<file path="config.mk">
export PLATFORM = sky130hd
export DESIGN_NAME = lpf_band_controller
export DESIGN_NICKNAME = d
export VERILOG_FILES = /design/src/rtl/lpf_band_controller.sv
export SDC_FILE = /design/constraint.sdc
export NUM_CORES = 1
export LEC_CHECK = 0
export CAP_MARGIN = 25
export CORE_ASPECT_RATIO = 1.4
export CORE_MARGIN = 3
export CORE_UTILIZATION = 24
export CTS_CLUSTER_DIAMETER = 60
export DETAILED_ROUTE_END_ITERATION = 12
export GPL_ROUTABILITY_DRIVEN = 0
export GPL_TIMING_DRIVEN = 0
export SKIP_LAST_GASP = 1
export SLEW_MARGIN = 20
export SYNTH_ARGS = -nofsm -noshare
export SYNTH_HDL_FRONTEND = slang
export SYNTH_SLANG_ARGS = --single-unit
</file>
<file path="constraint.sdc">
create_clock -name clk_i -period 15.9 [get_ports clk_i]
set_clock_uncertainty 0.05 [all_clocks]
set_input_delay 4.77 -clock clk_i [delete_from_list [all_inputs] [get_ports clk_i]]
set_output_delay 4.77 -clock clk_i [all_outputs]
set_load 0.01 [all_outputs]
</file>
<file path="src/rtl/lpf_band_controller.sv">
// Dry/wet crossfade sequencer for the averaging LPF: fade out, flush, refill, fade in; data_o lags inputs/gain by 1 clk.
// Requests are taken only in IDLE (req_ready_o); anything offered while busy is dropped, not queued.
module lpf_band_controller #(
   parameter  int DWIDTH         = 16,
   parameter  int MAX_LOG2_DEPTH = 5,
   parameter  int RAMP_LOG2      = 4,
   localparam int BW             = $clog2(MAX_LOG2_DEPTH + 1)
) (
   input  logic              clk_i,
   input  logic              srst_n_i,
   input  logic              sample_tick_i,
   input  logic [BW-1:0]     band_req_i,
   input  logic              bypass_req_i,
   input  logic              req_valid_i,
   output logic              req_ready_o,
   input  logic [DWIDTH-1:0] dry_data_i,
   input  logic [DWIDTH-1:0] wet_data_i,
   output logic [BW-1:0]     band_o,
   output logic              flush_o,
   output logic              busy_o,
   output logic [DWIDTH-1:0] data_o
);

   localparam int GW = RAMP_LOG2 + 1;
   localparam int CW = MAX_LOG2_DEPTH + 1;
   localparam int MW = DWIDTH + RAMP_LOG2 + 1;
   localparam logic [GW-1:0] G_MAX = GW'(1 << RAMP_LOG2);
   localparam logic [BW-1:0] BAND_MAX = BW'(MAX_LOG2_DEPTH);

   localparam logic [2:0] S_IDLE     = 3'd0;
   localparam logic [2:0] S_FADE_OUT = 3'd1;
   localparam logic [2:0] S_FLUSH    = 3'd2;
   localparam logic [2:0] S_REFILL   = 3'd3;
   localparam logic [2:0] S_FADE_IN  = 3'd4;

   logic [2:0]        state_q, state_d;
   logic [GW-1:0]     g_q, g_d;
   logic [BW-1:0]     band_q, band_d;
   logic [BW-1:0]     pend_band_q, pend_band_d;
   logic              pend_byp_q, pend_byp_d;
   logic [CW-1:0]     cnt_q, cnt_d;
   logic [DWIDTH-1:0] data_q, data_d;

   logic [BW-1:0]     req_band;
   logic signed [MW-1:0] wet_x, dry_x, g_x, gi_x, mix;
   logic              mix_unused;

   assign req_band = (band_req_i > BAND_MAX) ? BAND_MAX : band_req_i;

   always_comb begin
      state_d     = state_q;
      g_d         = g_q;
      band_d      = band_q;
      pend_band_d = pend_band_q;
      pend_byp_d  = pend_byp_q;
      cnt_d       = cnt_q;
      case (state_q)
         S_IDLE: begin
            // Bypass is simply "parked at zero gain"; a matching request is a no-op.
            if (req_valid_i && !(req_band == band_q && bypass_req_i == (g_q == '0))) begin
               pend_band_d = req_band;
               pend_byp_d  = bypass_req_i;
               state_d     = (g_q != '0) ? S_FADE_OUT : S_FLUSH;
            end
         end
         S_FADE_OUT: begin
            if (sample_tick_i) begin
               g_d = g_q - 1'b1;
               if (g_q == GW'(1)) state_d = S_FLUSH;
            end
         end
         S_FLUSH: begin
            if (pend_byp_q) begin
               g_d     = '0;
               state_d = S_IDLE;
            end else begin
               cnt_d   = CW'(1) << pend_band_q;
               state_d = S_REFILL;
            end
         end
         S_REFILL: begin
            if (sample_tick_i) begin
               cnt_d = cnt_q - 1'b1;
               if (cnt_q == CW'(1)) state_d = S_FADE_IN;
            end
         end
         S_FADE_IN: begin
            if (sample_tick_i) begin
               g_d = g_q + 1'b1;
               if (g_q == G_MAX - 1'b1) state_d = S_IDLE;
            end
         end
         default: state_d = S_IDLE;
      endcase
      // New depth is presented together with the flush pulse so the filter clears at the new size.
      if (state_d == S_FLUSH && state_q != S_FLUSH) band_d = pend_band_d;
   end

   always_comb begin
      wet_x  = {{(MW-DWIDTH){wet_data_i[DWIDTH-1]}}, wet_data_i};
      dry_x  = {{(MW-DWIDTH){dry_data_i[DWIDTH-1]}}, dry_data_i};
      g_x    = {{(MW-GW){1'b0}}, g_q};
      gi_x   = {{(MW-GW){1'b0}}, G_MAX - g_q};
      mix    = wet_x * g_x + dry_x * gi_x;
      data_d = mix[RAMP_LOG2 +: DWIDTH];
   end

   assign mix_unused = ^{mix[MW-1], mix[RAMP_LOG2-1:0]};

   always_ff @(posedge clk_i) begin
      if (!srst_n_i) begin
         state_q     <= S_IDLE;
         g_q         <= '0;
         band_q      <= '0;
         pend_band_q <= '0;
         pend_byp_q  <= 1'b0;
         cnt_q       <= '0;
         data_q      <= '0;
      end else begin
         state_q     <= state_d;
         g_q         <= g_d;
         band_q      <= band_d;
         pend_band_q <= pend_band_d;
         pend_byp_q  <= pend_byp_d;
         cnt_q       <= cnt_d;
         data_q      <= data_d;
      end
   end

   assign req_ready_o = (state_q == S_IDLE);
   assign busy_o      = (state_q != S_IDLE);
   assign flush_o     = (state_q == S_FLUSH);
   assign band_o      = band_q;
   assign data_o      = data_q;

endmodule

</file>
==> results.json <==
{
  "ys_seq_area_share_pct": 10.3,
  "start_kind": "primary input",
  "avgRoutedWirePerCell_um": 14.2,
  "cts_buffers": 5,
  "finalSetupViolCount": 0,
  "yosysWarningCount": 0,
  "htree_levels": 2,
  "avgSynthCellArea_um2": 8.53,
  "clk_latency_ns": 0.28,
  "postCtsSetupBuffers": 0,
  "r2r_start": "g_q[1]",
  "clockBufferDepth": 2,
  "post_drt_via_cell_ratio": 4.41,
  "die_h_um": 211,
  "cap_viol_max_count": 0,
  "ctsResizeCount": 0,
  "cp_slowest_cell": "fa_1",
  "cts_tree": "yes",
  "grt_max_degree": 12,
  "r2r_cells": 22,
  "holdPathStages": 2,
  "grt_overflow": 0,
  "drive_gt1_share_pct": 3.39,
  "dp_cells": 1287,
  "vias": 5707,
  "synth_cell_type_count": 54,
  "grt_pass1_wl_mm": 30.6,
  "synth-edff-count": 0,
  "cts_sinks": 37,
  "core_area_um2": 29400,
  "synth_area_um2": 7210,
  "r2r_end": "data_o[13]",
  "cts-hold-fix-buffers": 0,
  "outcome": "complete, no violations",
  "drcViolationCount": 0,
  "ys_top_cells_by_area": "fa_1, ha_1, dfxtp_1",
  "arrival_ns": 9.87,
  "grt_usage_pct": 11.8,
  "crit_chain": "clkdlybuf4s50_1 -> nand2_1 -> fa_1 -> inv_1 -> fa_1 -> fa_1 -> fa_1 -> inv_1 -> fa_1 -> inv_1 -> ha_1 -> o21a_1 -> o21ai_0 -> o21ai_1 -> a41o_1 -> a311oi_1 -> nor3_1",
  "fin_nets": 1142,
  "path_buf_inv": 4,
  "first_global_vias": 6095,
  "max_stage_delay_ns": 0.58,
  "end_kind": "flop",
  "tightest_slew_ns": 0.886,
  "die-width_um": 152,
  "post-route-min-period_ns": 9.79,
  "n_antenna_cell": 0,
  "ys_ff_latch": 37,
  "max_slew_margin_pct": 40.5,
  "die_area_um2": 32200,
  "path_common_cell": "fa_1",
  "synth_ff_type": "dfxtp_1",
  "rsz0062_at_grt": "no",
  "path_clk_slew_ns": 0.06,
  "io_pins": 62,
  "syn_to_final_growth_pct": 17.2,
  "whs_ns": 0.438,
  "crit_required_ns": 15.98,
  "dr.pass1.iters": 6,
  "worstSetupPathType": "primary input to flop",
  "async_reset_ff_share_pct": 0,
  "final.setup.tns_ns": 0,
  "std_cell_rows": 74,
  "fmax_mhz": 102,
  "r2r_slack_ns": 8.60,
  "crit_family": "adder cells",
  "antenna_found_initial": 1,
  "hold-path-endpoint": "cnt_q[3]",
  "synth_top_area_share_pct": 33.9,
  "yosysTopAreaCell": "fa_1",
  "syn_inst": 845,
  "drt_iter0_drc": 260,
  "antenna_left": 0,
  "initial_core_util_pct": 24.6,
  "wirelength_mm": 18.3,
  "min_path_type": "flop to flop",
  "critPathLaunch": "dry_data_i[6]",
  "final_hold_viol_count": 0,
  "synth_fp_nets": 1073,
  "utilization_pct": 28.8,
  "hpwl_mm": 15.8,
  "cts-root-buf": "clkbuf_16",
  "slew_viol_final": 0,
  "worstHoldStart": "cnt_q[3]",
  "instances_no_fill": 1294,
  "crit_fanout": 7,
  "n_fill_cell": 3120,
  "port_buffers": 61,
  "finalCritPeriodShare_pct": 61.6
}
==> layout by cell type, fill, tap and decap left out, drive strengths merged, types with 8 or more instances in the layout <==
master	netlist	final
xnor2	17	17
inv	188	188
a31oi	10	10
nand4	9	9
clkbuf	20	26
xor2	11	11
and2	79	79
buf	7	8
dfxtp	37	37
ha	66	66
clkdlybuf4s50	0	61
a21o	12	12
nor2	40	40
a21oi	29	29
nand2	94	94
nor2b	17	17
fa	122	122
nor3	8	8
o21ai	15	15
==> cell usage after synthesis (3+ instances only) <==
| master | number |
|---|---|
| a211oi_1 | 3 |
| a21o_1 | 12 |
| a21oi_1 | 29 |
| a31oi_1 | 10 |
| and2_1 | 79 |
| and3_1 | 5 |
| buf_2 | 5 |
| clkbuf_1 | 18 |
| dfxtp_1 | 37 |
| fa_1 | 122 |
| ha_1 | 66 |
| inv_1 | 188 |
| mux2_2 | 3 |
| nand2_1 | 94 |
| nand2b_1 | 3 |
| nand3_1 | 3 |
| nand4_1 | 9 |
| nor2_1 | 40 |
| nor2b_1 | 17 |
| nor3_1 | 6 |
| nor3b_1 | 3 |
| nor4_1 | 3 |
| o21a_1 | 3 |
| o21ai_0 | 14 |
| o22ai_1 | 3 |
| or2_2 | 4 |
| or3b_2 | 3 |
| xnor2_1 | 17 |
| xor2_1 | 11 |
==> worst min-delay path, stage by stage, from the launching register on <==
cell     delay [ns]
dfxtp_1        0.33
inv_1          0.06
a21oi_1        0.05
==> stage by stage <==
stage / setup WS (ns) / instance area (um^2)
global route: 5.83 / 8450
floorplan: 6.73 / 7210
finish: 6.11 / 8450
CTS: 6.10 / 8450
global placement: 5.84 / 8300
detailed placement: 5.81 / 8300
==> sequential cells by signal (all words and copies together), names as in the netlist <==
name,cells
data_o,16
cnt_q,6
g_q,5
band_o,3
pend_band_q,3
state_q,3
pend_byp_q,1
==> area by class of cell <==
class	count	area, um^2	share of cell area (%)
Inverter	188	706	8.35
Clock inverter	1	7.51	0.0888
Tap cell	380	475	5.63
Buffer	27	110	1.30
Multi-Input combinational cell	593	5650	66.9
Sequential cell	37	741	8.77
Clock buffer	6	139	1.64
Timing Repair Buffer	62	618	7.31
==> worst max-delay path by stage <==
stage,slack [ns],to,cells after the start
6_report,6.11,data_o[13],17
5_1_grt,5.83,data_o[13],17
4_1_cts,6.10,data_o[13],17
3_5_place_dp,5.81,data_o[13],17
3_3_place_gp,5.84,data_o[13],17
2_1_floorplan,6.73,data_o[13],16
==> metal layers <==
metal	up-vias	routed length [um]	global-route usage [%]
met5	-	0	0
met4	0	603	3.60
met3	27	659	1.23
met2	118	10300	23.9
met1	2831	6820	12.9
li1	2731	-	-
==> kinds of logic after synthesis <==
kind of cell,after synthesis,share of synthesized area [%]
xor+xnor,30,4.03
simple gates,278,20.0
flops,37,10.3
mux,5,0.746
fa+ha+maj,188,45.3
compound gates,92,8.36
buf+inv,215,11.3
Power is left out: the tool's default activity adds up to more than one toggle a clock period on the data nets, which glitch-free logic cannot reach.
